===== src/rtl/fifo_defines_pkg.sv =====
// ============================================================================
// Module : fifo_defines_pkg
// Brief  : Shared widths and types for the FIFO / function-generator path.
// Rev    : 1.1 - adds gen_burst_ctrl state type and defaults
// ============================================================================
`default_nettype none

package fifo_defines_pkg;

    localparam int INT_BITS = 16;

    localparam int GEN_CTRL_CNT_WIDTH   = 16;
    localparam int GEN_CTRL_CONF_CYCLES = 2;

    typedef enum logic [2:0] {
        GC_IDLE   = 3'd0,
        GC_CONFIG = 3'd1,
        GC_RUN    = 3'd2,
        GC_PAUSE  = 3'd3,
        GC_DONE   = 3'd4
    } gen_ctrl_state_t;

endpackage

`default_nettype wire


===== src/rtl/gen_ctrl_sample_cnt.sv =====
// ============================================================================
// Module : gen_ctrl_sample_cnt
// Brief  : Clearable up-counter with terminal compare (len-1); wraps or saturates.
// Rev    : 1.0 - initial release
// ============================================================================
`default_nettype none

module gen_ctrl_sample_cnt
    import fifo_defines_pkg::*;
#(
    parameter int CNT_WIDTH = GEN_CTRL_CNT_WIDTH,
    parameter bit SATURATE  = 1'b0
) (
    input  logic                 clk,
    input  logic                 rst,
    input  logic                 clr_i,
    input  logic                 inc_i,
    input  logic [CNT_WIDTH-1:0] len_i,
    output logic [CNT_WIDTH-1:0] cnt_o,
    output logic                 term_o
);

    logic [CNT_WIDTH-1:0] cnt_q;
    logic [CNT_WIDTH-1:0] cnt_d;
    logic [CNT_WIDTH-1:0] cnt_inc;

    generate
        if (SATURATE) begin : g_sat
            assign cnt_inc = (cnt_q == '1) ? cnt_q : cnt_q + CNT_WIDTH'(1);
        end else begin : g_wrap
            assign cnt_inc = cnt_q + CNT_WIDTH'(1);
        end
    endgenerate

    always_comb begin
        cnt_d = cnt_q;
        if (clr_i) begin
            cnt_d = '0;
        end else if (inc_i) begin
            cnt_d = cnt_inc;
        end
    end

    always_ff @(posedge clk or negedge rst) begin
        if (!rst) begin
            cnt_q <= '0;
        end else begin
            cnt_q <= cnt_d;
        end
    end

    assign cnt_o  = cnt_q;
    // A zero length means "no terminal count" (continuous mode).
    assign term_o = (len_i != '0) && (cnt_q == len_i - CNT_WIDTH'(1));

endmodule

`default_nettype wire


===== src/rtl/gen_burst_ctrl.sv =====
// ============================================================================
// Module : gen_burst_ctrl
// Brief  : Burst sequencer for funct_generator: config phase, counted run,
//          FIFO-full throttling and completion pulse.
//          Optional macro GEN_CTRL_DROP_CNT_EN adds drop_cnt_o.
// Rev    : 1.0 - initial release
// ============================================================================
`default_nettype none

module gen_burst_ctrl
    import fifo_defines_pkg::*;
#(
    parameter int CNT_WIDTH   = GEN_CTRL_CNT_WIDTH,
    parameter int CONF_CYCLES = GEN_CTRL_CONF_CYCLES
) (
    input  logic                       clk,
    input  logic                       rst,
    input  logic                       start_i,
    input  logic                       abort_i,
    input  logic [CNT_WIDTH-1:0]       burst_len_i,
    input  logic signed [INT_BITS-1:0] amp_cfg_i,
    input  logic [1:0]                 sel_cfg_i,
    input  logic                       fifo_full_i,
    input  logic                       gen_wr_en_i,
    output logic                       en_low_o,
    output logic                       enh_conf_o,
    output logic signed [INT_BITS-1:0] amp_o,
    output logic [1:0]                 sel_o,
    output logic                       busy_o,
    output logic                       done_o,
    output logic [CNT_WIDTH-1:0]       sample_cnt_o
`ifdef GEN_CTRL_DROP_CNT_EN
    ,
    output logic [CNT_WIDTH-1:0]       drop_cnt_o
`endif
);

    localparam int                CONF_W    = (CONF_CYCLES > 1) ? $clog2(CONF_CYCLES) : 1;
    localparam logic [CONF_W-1:0] CONF_LAST = CONF_W'(CONF_CYCLES - 1);

    gen_ctrl_state_t            state_q, state_d;
    logic [CONF_W-1:0]          conf_cnt_q, conf_cnt_d;
    logic signed [INT_BITS-1:0] amp_q, amp_d;
    logic [1:0]                 sel_q, sel_d;
    logic [CNT_WIDTH-1:0]       len_q, len_d;
    logic                       en_low_q, en_low_d;
    logic                       enh_conf_q, enh_conf_d;
    logic                       busy_q, busy_d;
    logic                       done_q, done_d;

    logic accept;
    logic active;
    logic sample_inc;
    logic cnt_term;
    logic term_hit;

    assign accept     = (state_q == GC_IDLE) && start_i && !abort_i;
    assign active     = (state_q == GC_RUN) || (state_q == GC_PAUSE);
    assign sample_inc = active && gen_wr_en_i;
    // An in-flight sample landing in PAUSE can also complete the burst.
    assign term_hit   = sample_inc && cnt_term;

    gen_ctrl_sample_cnt #(
        .CNT_WIDTH (CNT_WIDTH),
        .SATURATE  (1'b0)
    ) u_sample_cnt (
        .clk    (clk),
        .rst    (rst),
        .clr_i  (accept),
        .inc_i  (sample_inc),
        .len_i  (len_q),
        .cnt_o  (sample_cnt_o),
        .term_o (cnt_term)
    );

`ifdef GEN_CTRL_DROP_CNT_EN
    logic drop_term_unused;

    gen_ctrl_sample_cnt #(
        .CNT_WIDTH (CNT_WIDTH),
        .SATURATE  (1'b1)
    ) u_drop_cnt (
        .clk    (clk),
        .rst    (rst),
        .clr_i  (accept),
        .inc_i  (sample_inc && fifo_full_i),
        .len_i  ('0),
        .cnt_o  (drop_cnt_o),
        .term_o (drop_term_unused)
    );
`endif

    always_ff @(posedge clk or negedge rst) begin
        if (!rst) begin
            state_q    <= GC_IDLE;
            conf_cnt_q <= '0;
            amp_q      <= '0;
            sel_q      <= '0;
            len_q      <= '0;
            en_low_q   <= 1'b1;
            enh_conf_q <= 1'b0;
            busy_q     <= 1'b0;
            done_q     <= 1'b0;
        end else begin
            state_q    <= state_d;
            conf_cnt_q <= conf_cnt_d;
            amp_q      <= amp_d;
            sel_q      <= sel_d;
            len_q      <= len_d;
            en_low_q   <= en_low_d;
            enh_conf_q <= enh_conf_d;
            busy_q     <= busy_d;
            done_q     <= done_d;
        end
    end

    always_comb begin
        state_d    = state_q;
        conf_cnt_d = conf_cnt_q;
        amp_d      = amp_q;
        sel_d      = sel_q;
        len_d      = len_q;
        case (state_q)
            GC_IDLE: begin
                if (accept) begin
                    state_d    = GC_CONFIG;
                    conf_cnt_d = '0;
                    amp_d      = amp_cfg_i;
                    sel_d      = sel_cfg_i;
                    len_d      = burst_len_i;
                end
            end
            GC_CONFIG: begin
                conf_cnt_d = conf_cnt_q + CONF_W'(1);
                if (abort_i) begin
                    state_d = GC_DONE;
                end else if (conf_cnt_q == CONF_LAST) begin
                    state_d = fifo_full_i ? GC_PAUSE : GC_RUN;
                end
            end
            GC_RUN: begin
                if (abort_i || term_hit) begin
                    state_d = GC_DONE;
                end else if (fifo_full_i) begin
                    state_d = GC_PAUSE;
                end
            end
            GC_PAUSE: begin
                if (abort_i || term_hit) begin
                    state_d = GC_DONE;
                end else if (!fifo_full_i) begin
                    state_d = GC_RUN;
                end
            end
            GC_DONE: begin
                state_d = GC_IDLE;
            end
            default: begin
                state_d = GC_IDLE;
            end
        endcase
    end

    // Outputs are decoded from the next state so they register alongside it.
    always_comb begin
        en_low_d   = (state_d != GC_RUN);
        enh_conf_d = (state_d == GC_CONFIG);
        busy_d     = (state_d == GC_CONFIG) || (state_d == GC_RUN) || (state_d == GC_PAUSE);
        done_d     = (state_d == GC_DONE);
    end

    assign en_low_o   = en_low_q;
    assign enh_conf_o = enh_conf_q;
    assign amp_o      = amp_q;
    assign sel_o      = sel_q;
    assign busy_o     = busy_q;
    assign done_o     = done_q;

endmodule

`default_nettype wire

===== config.mk =====
export PLATFORM = sky130hd
export DESIGN_NAME = gen_burst_ctrl
export DESIGN_NICKNAME = d
export VERILOG_FILES = /design/src/rtl/fifo_defines_pkg.sv /design/src/rtl/gen_ctrl_sample_cnt.sv /design/src/rtl/gen_burst_ctrl.sv
export SDC_FILE = /design/constraint.sdc
export NUM_CORES = 1
export LEC_CHECK = 0
export CAP_MARGIN = 20
export CORE_MARGIN = 5
export CORE_UTILIZATION = 46
export CTS_BUF_LIST = sky130_fd_sc_hd__clkbuf_2 sky130_fd_sc_hd__clkbuf_4 sky130_fd_sc_hd__clkbuf_8
export DETAILED_ROUTE_END_ITERATION = 10
export HOLD_SLACK_MARGIN = 0.12
export PLACE_DENSITY = 0.88
export SYNTH_ARGS = -nofsm -noshare
export SYNTH_HDL_FRONTEND = slang
export SYNTH_SLANG_ARGS = --single-unit

===== constraint.sdc =====
create_clock -name clk -period 2.62 [get_ports clk]
set_clock_uncertainty 0.15 [all_clocks]
set_input_delay 0.524 -clock clk [delete_from_list [all_inputs] [get_ports clk]]
set_output_delay 0.524 -clock clk [all_outputs]
set_load 0.03 [all_outputs]

; Yosys cells after proc, flatten, opt, wreduce, memory -nomap -nowiden
; Cells that the tools add are included.
[classes]
addsub = 3
n_eq_ne = 10
muxes = 13
n_reduce_logical = 16
[op_table]
columns = op, n
row1 = 16-bit two-way mux, 2
row2 = 3-bit two-way mux, 7
row3 = "16-bit by 1-bit adder with 16-bit output, second input constant", 1
row4 = 16-bit equality test, 1
row5 = 16-bit nonzero test, 1
row6 = "16-bit by 1-bit subtractor with 16-bit output, second input constant", 1
row7 = "3-bit by 2-bit equality test with 1-bit output, second input constant", 4
row8 = 3-bit case mux with 4 select lines, 1
row9 = "3-bit by 1-bit equality test with 1-bit output, second input constant", 2
row10 = 1-bit logical AND, 5
row11 = 1-bit logical OR, 4
row12 = 2-bit AND reduction, 2
row13 = 2-bit nonzero test, 2
row14 = "3-bit equality test, second input constant", 1
row15 = 3-bit logical NOT, 1
row16 = "3-bit by 2-bit != test with 1-bit output, second input constant", 1
row17 = 1-bit two-way mux, 2
row18 = "2-bit != test, second input constant", 1
row19 = 1-bit case mux with 2 select lines, 1
row20 = "1-bit adder, second input constant", 1
row21 = 1-bit logical NOT, 1
[totals]
register_bits = 58
wordCells = 52

; Longest topological paths before layout
[depth]
ltp_word = 10
depth_mapped = 9

; Hierarchy
; A second synthesis with hierarchy kept.
[hier_totals]
hier_cells = 251
hier_area_um2 = 3051.7
[modules_own_cells]
columns = module, n_inst, cells_each, area_per_inst_um2, seq_area_each_um2
row1 = gen_burst_ctrl, 1, 104, 1773.0, 1052.3
row2 = gen_ctrl_sample_cnt, 1, 147, 1278.7, 400.4

; Worst setup path before layout
; Ideal clock, no wire load.
[synth_timing]
kind = register -> register
from = reg len_q[3]
to = reg busy_q (netlist: busy_o)
setup_time_ps = 147
arrival_ps = 2422
required_ps = 2323
setup_slack_ps = -100
path_stages_with_launch = 8
path_buffers = 1
cell_sequence = dfrtp_1 -> buf_6 -> or4_4 -> or4_4 -> a211o_1 -> a2111oi_2 -> and4_1 -> o211ai_1
[synth_via]
elab_chain_len = 10
[synth_rtl]
columns = element, line
row1 = from (decl), gen_burst_ctrl.sv:45  ; logic [CNT_WIDTH-1:0] len_q, len_d;
row2 = from (signal assigned), gen_burst_ctrl.sv:109  ; len_q <= len_d;
row3 = 16-bit by 1-bit subtractor with 16-bit output, gen_ctrl_sample_cnt.sv:54  ; assign term_o = (len_i != '0) && (cnt_q == len_i - CNT_WIDTH'(1));
row4 = 16-bit equality test, gen_ctrl_sample_cnt.sv:54
row5 = 1-bit logical AND *, gen_ctrl_sample_cnt.sv:54
row6 = 1-bit logical AND *, gen_burst_ctrl.sv:61  ; assign term_hit = sample_inc && cnt_term;
row7 = 1-bit logical OR *, "gen_burst_ctrl.sv:142, gen_burst_ctrl.sv:149"
row8 = 3-bit two-way mux (on tied branches), "gen_burst_ctrl.sv:149, gen_burst_ctrl.sv:142"
row9 = 3-bit case mux with 4 select lines *, gen_burst_ctrl.sv:123  ; case (state_q)
row10 = 3-bit by 1-bit equality test with 1-bit output / 3-bit by 2-bit equality test with 1-bit output (equally long branches), gen_burst_ctrl.sv:168  ; busy_d = (state_d == GC_CONFIG) || (state_d == GC_RUN) || (state_d == GC_PAUSE);
row11 = 1-bit logical OR, gen_burst_ctrl.sv:168
row12 = 1-bit logical OR *, gen_burst_ctrl.sv:168
row13 = net busy_d, gen_burst_ctrl.sv:48  ; logic busy_q, busy_d;
row14 = to (signal assigned), gen_burst_ctrl.sv:112  ; busy_q <= busy_d;
row15 = to (decl), gen_burst_ctrl.sv:48
; The timed path passes the listed nets; every way through them passes the cells marked *.
; A chain may end at the register's enable or synchronous reset.

; Final worst setup path
; Ends and elaborated chain as after synthesis.

==> report_table.html <==
<table>
<tr><th>Metric</th><th>Value</th></tr>
<tr><th colspan="2">Routing</th></tr>
<tr><td>Met2 routed wirelength</td><td>3939 um</td></tr>
<tr><td>Count of unresolved DRC violations after routing</td><td>0</td></tr>
<tr><td>Uppermost signal routing layer after detailed routing</td><td>met4</td></tr>
<tr><td>Routed via count divided by cell count</td><td>5.311</td></tr>
<tr><td>Length of the first detailed-routing pass in iterations</td><td>7</td></tr>
<tr><td>Met3 WL</td><td>476 um</td></tr>
<tr><td>Post-route ant nets</td><td>0</td></tr>
<tr><td>Wire length the detailed router placed on met1</td><td>3312 um</td></tr>
<tr><td>Vias</td><td>2714</td></tr>
<tr><td>Routed len/inst</td><td>15.37 um</td></tr>
<tr><td>Number of DRC violations after detailed-routing iteration 0</td><td>211</td></tr>
<tr><td>Wirelength, routed</td><td>7855 um</td></tr>
<tr><th colspan="2">Logic synthesis</th></tr>
<tr><td>Instance count of the mapped netlist</td><td>337</td></tr>
<tr><td>Synthesized cell area</td><td>0.002997 sq mm</td></tr>
<tr><td>Mapped Nets</td><td>380</td></tr>
<tr><td>Average size of a mapped cell</td><td>8.892 sq um</td></tr>
<tr><td>Number of warnings reported in the yosys synthesis log</td><td>0</td></tr>
<tr><td>Dominant register cell in the synthesized netlist</td><td>sky130_fd_sc_hd__dfrtp_1</td></tr>
<tr><td>EDFF count, synth</td><td>0</td></tr>
<tr><td>Number of storage elements in the synthesis netlist</td><td>58</td></tr>
<tr><td>Share of flip-flops with an asynchronous set or reset after synthesis</td><td>100.0%</td></tr>
<tr><td>Share of synthesized area occupied by flip-flops and latches</td><td>48.48%</td></tr>
<tr><td>Count of different cell masters after synthesis</td><td>44</td></tr>
<tr><th colspan="2">STA</th></tr>
<tr><td>Final-report hold violation count</td><td>0</td></tr>
<tr><td>Unrepaired setup endpoints after global routing</td><td>yes</td></tr>
<tr><td>Shortest period the worst path allows</td><td>2.636 ns</td></tr>
<tr><td>Highest Clock Rate</td><td>0.3794 GHz</td></tr>
<tr><td>Number of pins exceeding their max-slew limit in the final report</td><td>0</td></tr>
<tr><td>Post-route worst setup slack</td><td>-0.01575 ns</td></tr>
<tr><td>Share of the clock period used by the worst path after layout</td><td>100.6%</td></tr>
<tr><td>Number of failing setup endpoints in the final timing report</td><td>2</td></tr>
<tr><td>Worst Max-Slew Pin Slew</td><td>0.5862 ns</td></tr>
<tr><td>Worst slew margin</td><td>60.92%</td></tr>
<tr><th colspan="2">Setup path</th></tr>
<tr><td>Required arrival time at the worst endpoint</td><td>2.67 ns</td></tr>
<tr><td>WP data arrival</td><td>2.68 ns</td></tr>
<tr><td>Critical path class</td><td>register to register</td></tr>
<tr><td>Crit path capture type</td><td>register</td></tr>
<tr><td>Biggest fanout along the worst timing path</td><td>3</td></tr>
<tr><td>R2r setup slk</td><td>-0.02 ns</td></tr>
<tr><td>Critical path startpoint category</td><td>register</td></tr>
<tr><td>Beginning of the critical path</td><td>len_q[3]</td></tr>
<tr><td>Reg-to-reg startpoint</td><td>len_q[3]</td></tr>
<tr><th colspan="2">Pwr</th></tr>
<tr><td>Cell Pwr Density</td><td>1048 mW/mm^2</td></tr>
<tr><td>Portion of total power attributed to combinational logic</td><td>45.2%</td></tr>
<tr><td>Net switching power figure</td><td>1771 uW</td></tr>
<tr><td>Clock group share of total power</td><td>21.4%</td></tr>
<tr><td>Max rail drop VDD</td><td>633.9 uV</td></tr>
<tr><td>Switching share of power</td><td>40.63%</td></tr>
<tr><td>Leak</td><td>0.001910 uW</td></tr>
<tr><td>Share of power burned in registers</td><td>33.4%</td></tr>
<tr><td>Cell Int Power</td><td>2587 uW</td></tr>
<tr><th colspan="2">Die</th></tr>
<tr><td>Horizontal extent of the die</td><td>90.71 um</td></tr>
<tr><td>Placement Rows</td><td>29</td></tr>
<tr><td>Die height</td><td>90.71 um</td></tr>
<tr><td>Initial cell density of the core</td><td>47.19%</td></tr>
<tr><td>Core ar.</td><td>0.006350 sq mm</td></tr>
<tr><td>Die area</td><td>0.008228 sq mm</td></tr>
<tr><td>Top-level I/O count</td><td>78</td></tr>
<tr><th colspan="2">CTS</th></tr>
<tr><td>Buffer levels on the longest clock path</td><td>2</td></tr>
<tr><td>Number of buffers created by CTS</td><td>9</td></tr>
<tr><td>H-Tree Depth</td><td>3</td></tr>
<tr><td>CTS Sinks</td><td>58</td></tr>
<tr><td>Clock Latency Late Sink</td><td>0.33 ns</td></tr>
<tr><td>CTS Root Buffer Type</td><td>sky130_fd_sc_hd__clkbuf_8</td></tr>
<tr><td>Clk slew on worst S/H paths</td><td>0.08 ns</td></tr>
<tr><td>Clock tree from TritonCTS</td><td>yes</td></tr>
<tr><th colspan="2">Layout</th></tr>
<tr><td>Final core utilization</td><td>65.48%</td></tr>
<tr><td>Commonest cells after routing, fill and taps aside</td><td>sky130_fd_sc_hd__nand2_1 (106), sky130_fd_sc_hd__clkdlybuf4s50_1 (76), sky130_fd_sc_hd__dfrtp_1 (57)</td></tr>
<tr><td>Number of nets in the layout</td><td>472</td></tr>
<tr><td>Proportion of layout cells with a drive suffix above 1</td><td>10.37%</td></tr>
<tr><td>Area Growth Syn to Fin</td><td>38.75%</td></tr>
<tr><td>Number of diodes</td><td>0</td></tr>
<tr><td>Final Non-Filler Cells</td><td>511</td></tr>
<tr><td>Most frequent standard cell in the layout excluding fill and tap cells</td><td>sky130_fd_sc_hd__nand2_1</td></tr>
<tr><th colspan="2">Placement</th></tr>
<tr><td>Total of buffers placed on input and output ports</td><td>77</td></tr>
<tr><td>Weighted congestion reported at the end of routability-driven placement</td><td>0.9433</td></tr>
<tr><td>HPWL Detailed</td><td>5793 um</td></tr>
<tr><td>Instance count after placement with tap cells included</td><td>492</td></tr>
<tr><th colspan="2">Flow run</th></tr>
<tr><td>Maximum Capacitance Violations</td><td>0</td></tr>
<tr><th colspan="2">Global route</th></tr>
<tr><td>Pin count of the biggest net entering global routing</td><td>34</td></tr>
<tr><td>Overall routing resource usage</td><td>19.66%</td></tr>
<tr><td>First-pass GRT wire length</td><td>13290 um</td></tr>
<tr><td>Grt total ovfl</td><td>0</td></tr>
<tr><td>Antenna violations before repair</td><td>0</td></tr>
<tr><td>Number of global-route vias before repair</td><td>2785</td></tr>
<tr><th colspan="2">Worst hold path</th></tr>
<tr><td>Start point of the worst min-delay path</td><td>amp_o[4]</td></tr>
<tr><td>Worst hold path type</td><td>register to register</td></tr>
<tr><th colspan="2">Run status</th></tr>
<tr><td>Run status</td><td>finished with violations</td></tr>
<tr><td>Failing checks</td><td>negative setup slack</td></tr>
</table>
-- power groups by stage --
stage / Clock, uW / Sequential [uW] / Combinational [uW]
after CTS: 955 / 1450 / 1950
after floorplan: 0 / 1720 / 939
after detailed placement: 0 / 1460 / 1910
final: 932 / 1460 / 1970
after global routing: 1000 / 1500 / 2140
after global placement: 0 / 1450 / 1870
-- synthesized netlist by cell type, types with 2 or more instances --
library cell / count / area share (%)
sky130_fd_sc_hd__and3_1: 6 / 1.3
sky130_fd_sc_hd__a211oi_1: 4 / 1.0
sky130_fd_sc_hd__xor2_1: 21 / 6.1
sky130_fd_sc_hd__o211ai_1: 2 / 0.50
sky130_fd_sc_hd__a21oi_1: 10 / 1.7
sky130_fd_sc_hd__o21ai_0: 10 / 1.7
sky130_fd_sc_hd__nand2_1: 106 / 13
sky130_fd_sc_hd__nor2b_1: 2 / 0.42
sky130_fd_sc_hd__nand3_1: 11 / 1.8
sky130_fd_sc_hd__nor4_1: 5 / 1.0
sky130_fd_sc_hd__nand4_1: 7 / 1.5
sky130_fd_sc_hd__nor3_1: 8 / 1.3
sky130_fd_sc_hd__nor2_1: 25 / 3.1
sky130_fd_sc_hd__dfrtp_1: 57 / 48
sky130_fd_sc_hd__buf_6: 3 / 1.1
sky130_fd_sc_hd__or4_4: 2 / 0.75
sky130_fd_sc_hd__nand2b_1: 3 / 0.63
sky130_fd_sc_hd__inv_1: 5 / 0.63
sky130_fd_sc_hd__ha_1: 3 / 1.3
sky130_fd_sc_hd__xnor2_1: 14 / 4.1
sky130_fd_sc_hd__clkbuf_1: 10 / 1.3
-- worst max-delay path: stages (launching register included) --
cell and delay, ns:
sky130_fd_sc_hd__dfrtp_1 0.40, sky130_fd_sc_hd__or4_4 0.55, sky130_fd_sc_hd__or4_4 0.44, sky130_fd_sc_hd__a211o_1 0.33
sky130_fd_sc_hd__a2111oi_4 0.25, sky130_fd_sc_hd__and4_4 0.31, sky130_fd_sc_hd__o211ai_1 0.08
-- stage by stage --
stage	power, uW	area [sq um]	hold slack (ns)	setup WS [ns]	TNS [ns]
2_1_floorplan	2663	2997	0.07841	0.009106	0
4_1_cts	4362	4151	0.3307	-0.0008067	-0.0008067
6_report	4358	4158	0.3270	-0.01575	-0.01997
3_3_place_gp	3320	3886	0.3090	-0.01909	-0.02642
5_1_grt	4641	4158	0.3572	-0.08171	-0.3808
3_5_place_dp	3369	3886	0.3116	-0.1171	-0.2854
-- logic make-up after synthesis --
kind of cell    after synthesis  share of synthesized area, %
simple gates                183                         27.27
flops                        58                         48.48
compound gates               36                         8.059
xor+xnor                     35                         10.23
buf+inv                      21                         4.384
fa+ha+maj                     3                         1.253
mux                           1                        0.3340
-- repair_timing --
| action | in CTS | in global routing |
|---|---|---|
| endpoints found under the hold margin | 25 | 0 |
| gates resized for setup | 3 | 2 |
| hold buffers | 1 | 0 |
| setup endpoints to repair | 3 | 6 |
| cloned | 0 | 0 |
| pin swaps | 4 | 2 |
| buffers inserted | 2 | 0 |
-- flip-flops by register name (all words and copies together) (netlist names), 2 cells and up --
name	flops
sel_o	2
u_sample_cnt.cnt_o	16
amp_o	16
len_q	16
state_q	3
-- routing by layer --
layer	track usage, %	vias to the layer above
met4	7.692	0
met3	4.250	10
li1	-	1309
met1	25.00	1289
met2	32.45	106
met5	0	-
-- final cells by class --
cell class / instances / area [sq um]
clock buffers: 9 / 123.9
clock inverters: 7 / 101.3
fillers: 507 / 2192
inverters: 5 / 18.77
multi-input cells: 258 / 1434
flip-flops and latches: 58 / 1453
well taps: 77 / 96.34
repair buffers: 97 / 930.9
-- path summary, 6_finish.rpt --
path | endpoint | depth (start not counted)
worst max-delay path | busy_o | 6
worst min-delay path | amp_o[4] | 2
worst max register to register | busy_o | 6
worst min register to register | amp_o[4] | 2
max in group asynchronous | en_low_o | 3
min in group asynchronous | u_sample_cnt.cnt_o[15] | 2
Note: power is estimated with default switching activity, not from simulation.
